--- src/rtl/microprogram_sequencer_pkg.sv ---
// Control-unit package shared by the microprogram sequencer and the
// next-state address selector.
// Contents:
//   SEL_*       2-bit next-address select codes driven on M
//   DEFAULT_AW  default microaddress width
package microprogram_sequencer_pkg;

   localparam int DEFAULT_AW = 8;

   localparam logic [1:0] SEL_ENCODER = 2'b00;
   localparam logic [1:0] SEL_CONST   = 2'b01;
   localparam logic [1:0] SEL_CR      = 2'b10;
   localparam logic [1:0] SEL_INC     = 2'b11;

endpackage

--- src/rtl/microprogram_sequencer_next_address_mux.sv ---
// Combinational next-microaddress selector. It picks one of four sources
// with the select code. An encoder select without a recognised opcode is
// replaced by the trap address.
// Ports:
//   m           select code (SEL_* from the package)
//   enc_addr    encoder dispatch address
//   enc_valid   encoder recognised the opcode
//   cr_addr     address field of the current control word
//   state       current microaddress (incrementer source)
//   next_addr   selected next microaddress
//   dispatch_q  this select is a valid dispatch
//   trap_q      this select is an invalid dispatch (trap)
module next_address_mux
   import microprogram_sequencer_pkg::*;
#(
   parameter int              AW         = DEFAULT_AW,
   parameter logic [AW-1:0]   CONST_ADDR = {{(AW-1){1'b0}}, 1'b1},
   parameter logic [AW-1:0]   TRAP_ADDR  = '1
) (
   input  logic [1:0]    m,
   input  logic [AW-1:0] enc_addr,
   input  logic          enc_valid,
   input  logic [AW-1:0] cr_addr,
   input  logic [AW-1:0] state,
   output logic [AW-1:0] next_addr,
   output logic          dispatch_q,
   output logic          trap_q
);

   always_comb begin
      next_addr  = state;
      dispatch_q = 1'b0;
      trap_q     = 1'b0;
      unique case (m)
         SEL_ENCODER: begin
            dispatch_q = enc_valid;
            trap_q     = ~enc_valid;
            next_addr  = enc_valid ? enc_addr : TRAP_ADDR;
         end
         SEL_CONST: next_addr = CONST_ADDR;
         SEL_CR:    next_addr = cr_addr;
         // Wraps silently from all ones to zero.
         SEL_INC:   next_addr = state + {{(AW-1){1'b0}}, 1'b1};
         default:   next_addr = state;
      endcase
   end

endmodule

--- src/rtl/microprogram_sequencer.sv ---
// Microprogram sequencer. It holds the current control-memory address and
// loads the next one every clock unless Hold is high. The dispatch and trap
// pulses are registered, so they line up with the State they describe.
// Ports:
//   Clk        rising-edge clock
//   Reset      asynchronous active-high reset
//   M          next-address select code
//   EncAddr    encoder dispatch address
//   EncValid   encoder recognised the opcode
//   CrAddr     control-word address field
//   Hold       freeze (memory wait)
//   State      current microaddress to the control ROM
//   Dispatch   one-cycle pulse after a valid encoder load
//   Trap       one-cycle pulse after a trap load
//   InstCount  valid dispatches since reset (wraps)
module microprogram_sequencer
   import microprogram_sequencer_pkg::*;
#(
   parameter int              AW         = DEFAULT_AW,
   parameter logic [AW-1:0]   RESET_ADDR = '0,
   parameter logic [AW-1:0]   CONST_ADDR = {{(AW-1){1'b0}}, 1'b1},
   parameter logic [AW-1:0]   TRAP_ADDR  = '1,
   parameter int              CW         = 16
) (
   input  logic          Clk,
   input  logic          Reset,
   input  logic [1:0]    M,
   input  logic [AW-1:0] EncAddr,
   input  logic          EncValid,
   input  logic [AW-1:0] CrAddr,
   input  logic          Hold,
   output logic [AW-1:0] State,
   output logic          Dispatch,
   output logic          Trap,
   output logic [CW-1:0] InstCount
);

   logic [AW-1:0] next_addr;
   logic          dispatch_q;
   logic          trap_q;

   next_address_mux #(
      .AW         (AW),
      .CONST_ADDR (CONST_ADDR),
      .TRAP_ADDR  (TRAP_ADDR)
   ) u_mux (
      .m          (M),
      .enc_addr   (EncAddr),
      .enc_valid  (EncValid),
      .cr_addr    (CrAddr),
      .state      (State),
      .next_addr  (next_addr),
      .dispatch_q (dispatch_q),
      .trap_q     (trap_q)
   );

   always_ff @(posedge Clk or posedge Reset) begin
      if (Reset) begin
         State     <= RESET_ADDR;
         Dispatch  <= 1'b0;
         Trap      <= 1'b0;
         InstCount <= '0;
      end else if (Hold) begin
         // A held edge is not a load, so it must not re-announce a pulse.
         Dispatch  <= 1'b0;
         Trap      <= 1'b0;
      end else begin
         State     <= next_addr;
         Dispatch  <= dispatch_q;
         Trap      <= trap_q;
         if (dispatch_q)
            InstCount <= InstCount + {{(CW-1){1'b0}}, 1'b1};
      end
   end

endmodule

--- config.mk ---
export PLATFORM = sky130hd
export DESIGN_NAME = microprogram_sequencer
export DESIGN_NICKNAME = d
export VERILOG_FILES = /design/src/rtl/microprogram_sequencer_pkg.sv /design/src/rtl/microprogram_sequencer_next_address_mux.sv /design/src/rtl/microprogram_sequencer.sv
export SDC_FILE = /design/constraint.sdc
export NUM_CORES = 1
export LEC_CHECK = 0
export BUFFER_PORTS_ARGS = -buffer_cell sky130_fd_sc_hd__buf_4
export CAP_MARGIN = 20
export CORE_UTILIZATION = 52
export CTS_CLUSTER_SIZE = 8
export DETAILED_ROUTE_END_ITERATION = 10
export HOLD_SLACK_MARGIN = 0.03
export PLACE_DENSITY = 0.95
export SETUP_SLACK_MARGIN = 0.2
export SYNTH_ARGS = -nofsm -noshare
export SYNTH_HDL_FRONTEND = slang
export SYNTH_SLANG_ARGS = --single-unit
--- constraint.sdc ---
create_clock -name Clk -period 3.37 [get_ports Clk]
set_clock_uncertainty 0.2 [all_clocks]
set_input_delay 0.5055 -clock Clk [delete_from_list [all_inputs] [get_ports Clk]]
set_output_delay 0.5055 -clock Clk [all_outputs]
set_load 0.1 [all_outputs]
==> run metrics <==
RSZ-0062 raised after global routing no; post-CTS setup buffer count 0; CTS root buf clkbuf_4; pre-CTS setup slack 1.01 ns; min-delay src EncValid; Switching Share 49.0%; P_int 486 uW; Slew @ Worst Pin 0.951 ns; Ant. Diodes 0; initial core utilization 54.8%; outcome finished clean; H-tree depth 1; final setup TNS 0 ns; dpl hpwl 2.26 mm; initial antenna violation count 0; Fmax 490 MHz; Final Max Tran Viols 0; WP data required 3.38 ns; synthesized instance count 135; EDFF count, synth 0; Reg2Reg Setup Slack 1.65 ns; drt total wl 2.89 mm; FF+latch count, synth 26; CP Max Fanout 18; gr usage total 22.5%; Worst EP arrival 2.05 ns; fin crit period 2.04 ns; port buffer count 47; die width 53.1 um; share of cells above drive strength 1 29.8%; total global routing overflow 0; Slew Limit Headroom 36.5%; Via-to-Cell Ratio 5.81; Lkg Pwr 0.859 nW; ANT nets after route 0; CTS clk-pin slew, worst paths 0.13 ns; number of global-route vias before repair 1069; hold buffers post-CTS 0; CP Launch Type input port; Die H 53.1 um; CTS tree built; CTS Sinks 26; Final Cycle Share 60.5%; Hold Crit Depth 2; sequential power share 41.6%; hold slack 0.170 ns; num ports 48; DRC 0; final std cells w/o fill 208; Clk pwr share 13.1%; final design utilization 69.5%; WHS Endpoint Trap; post-route setup slack 1.33 ns; Peak VDD IR 477 uV; Worst Path Class, Setup input port to flip-flop; placed cells 205; reg-to-reg critical path endpoint InstCount[10]; CP endpoint kind flip-flop; first-pass GRT wire length 4.60 mm; DRT Pass-1 Iters 4; mapped cell area 1360 um^2; PD cells 553 nW/um^2; Core Box Area 2480 um^2; sequential area share after synthesis 47.9%; WL per Instance 13.9 um; Final Hold Fails 0; Max clock buf depth 2; total clock buffers created by CTS 3; Synthesis Warnings 0; Netlist cell types 29; Filler cells 196; Vias 1208; post-cts resize count 0; Async SR Flop Fraction 100%; reg-to-reg startpoint InstCount[0]; Rows 18; worst r2r path cells 5; RePlAce Congestion 0.875; largest net degree at the start of global routing 27; Most used DFF post-synth dfrtp_1; die area 2820 um^2; Hold Crit Class input port to flip-flop; Syn Area/Cell 10.1 um^2; Syn Nets 159; Layout Nets 204; max-cap viol count 0; Logic pwr share 45.3%; Psw 466 uW; final setup vio count 0; Clock Latency Late Sink 0.31 ns; First DRT Iteration DRCs 27; Area Growth Syn to Fin 26.8%
cells in the mapped netlist (2+ instances only):
cell type   n  share of area, %
a211oi_1    2               1.1
a21oi_1     3               1.1
a31oi_1     2              0.92
and3_1      3               1.4
and4_1      2               1.3
buf_6       3               2.5
clkbuf_1    4               1.1
dfrtp_1    26                48
ha_1        2               1.8
inv_1       8               2.2
nand2_1    13               3.6
nand3_1     7               2.6
nand4_1     3               1.4
nor2_1      7               1.9
nor3_1      3               1.1
nor4_4      2               3.1
o21ai_0    13               4.8
o22ai_1     5               2.3
o32a_1      4               2.9
xnor2_1    12               7.7
xor2_1      3               1.9
power by group through the flow:
| stage | registers [mW] | logic (mW) | clock network [mW] |
|---|---|---|---|
| 4_1_cts | 0.396 | 0.435 | 0.129 |
| 2_1_floorplan | 0.641 | 0.0865 | 0 |
| 3_5_place_dp | 0.401 | 0.435 | 0 |
| 5_1_grt | 0.401 | 0.456 | 0.141 |
| 6_report | 0.396 | 0.432 | 0.124 |
| 3_3_place_gp | 0.398 | 0.423 | 0 |
final cells by class:
| class | count | area, um^2 | area share [%] |
|---|---|---|---|
| Inverter | 8 | 30.0 | 1.74 |
| Multi-Input combinational cell | 94 | 628 | 36.5 |
| Timing Repair Buffer | 47 | 353 | 20.5 |
| Sequential cell | 26 | 651 | 37.8 |
| Tap cell | 30 | 37.5 | 2.18 |
| Clock buffer | 3 | 22.5 | 1.31 |
how the worst max path moves through the flow:
stage | from | endpoint | slack [ns]
2_1_floorplan | InstCount[3] | InstCount[15] | 0.99
3_3_place_gp | Hold | InstCount[15] | 1.06
3_5_place_dp | Hold | InstCount[15] | 1.01
4_1_cts | Hold | InstCount[15] | 1.35
5_1_grt | Hold | InstCount[15] | 1.25
6_report | Hold | InstCount[15] | 1.33
state kept, by name, indices dropped and copies added, names as in the netlist:
| signal | flops |
|---|---|
| Dispatch | 1 |
| InstCount | 16 |
| Trap | 1 |
| State | 8 |
layer usage:
layer / routed length, um / up-vias / global-route usage (%)
li1: - / 570 / -
met1: 1200 / 574 / 27.2
met2: 1440 / 59 / 39.5
met3: 216 / 5 / 3.45
met4: 33 / 0 / 9.21
met5: 0 / - / 0
per-stage QoR:
stage	cell area, um^2	power (mW)
floorplan	1360	0.728
global placement	1700	0.821
detailed placement	1700	0.836
CTS	1720	0.960
global route	1720	0.998
finish	1720	0.952
logic make-up (layout without fill, tap and decap cells):
group,count (synthesis),in the layout,synth area share (%)
simple gates,44,44,19.0
compound gates,32,32,15.0
flops,26,26,47.9
xor+xnor,15,15,9.68
buf+inv,15,58,5.81
fa+ha+maj,2,2,1.84
mux,1,1,0.737
cell usage in the layout (no fill, tap or decap):
| master | netlist | layout |
|---|---|---|
| o21ai_0 | 13 | 13 |
| dfrtp_1 | 26 | 26 |
| a31oi_1 | 2 | 2 |
| nor4b_1 | 1 | 1 |
| a221oi_1 | 1 | 1 |
| a21oi_1 | 3 | 3 |
| nor3_1 | 3 | 3 |
| buf_4 | 0 | 47 |
| and3_1 | 3 | 3 |
| nor2_1 | 7 | 7 |
| or4b_4 | 1 | 1 |
| xnor2_1 | 12 | 12 |
| a2bb2oi_1 | 1 | 1 |
| and4_1 | 2 | 2 |
| nor4_1 | 1 | 1 |
| nand3_1 | 7 | 7 |
| o32a_1 | 4 | 4 |
| mux2i_1 | 1 | 1 |
| nand2b_1 | 1 | 1 |
| a21o_1 | 1 | 1 |
| a211oi_1 | 2 | 2 |
| xor2_1 | 3 | 3 |
| clkbuf_4 | 0 | 3 |
| ha_1 | 2 | 2 |
| inv_1 | 8 | 8 |
| nand4_1 | 3 | 3 |
| o22ai_1 | 5 | 5 |
| nor4_4 | 2 | 2 |
| nand2_1 | 13 | 13 |
worst max-delay path, cell delays in order:
cell	delay, ns
buf_4	0.17
or4b_4	0.62
nor4_4	0.42
nand4_1	0.18
xnor2_1	0.15
No activity file was read; power rests on OpenSTA's default activity.
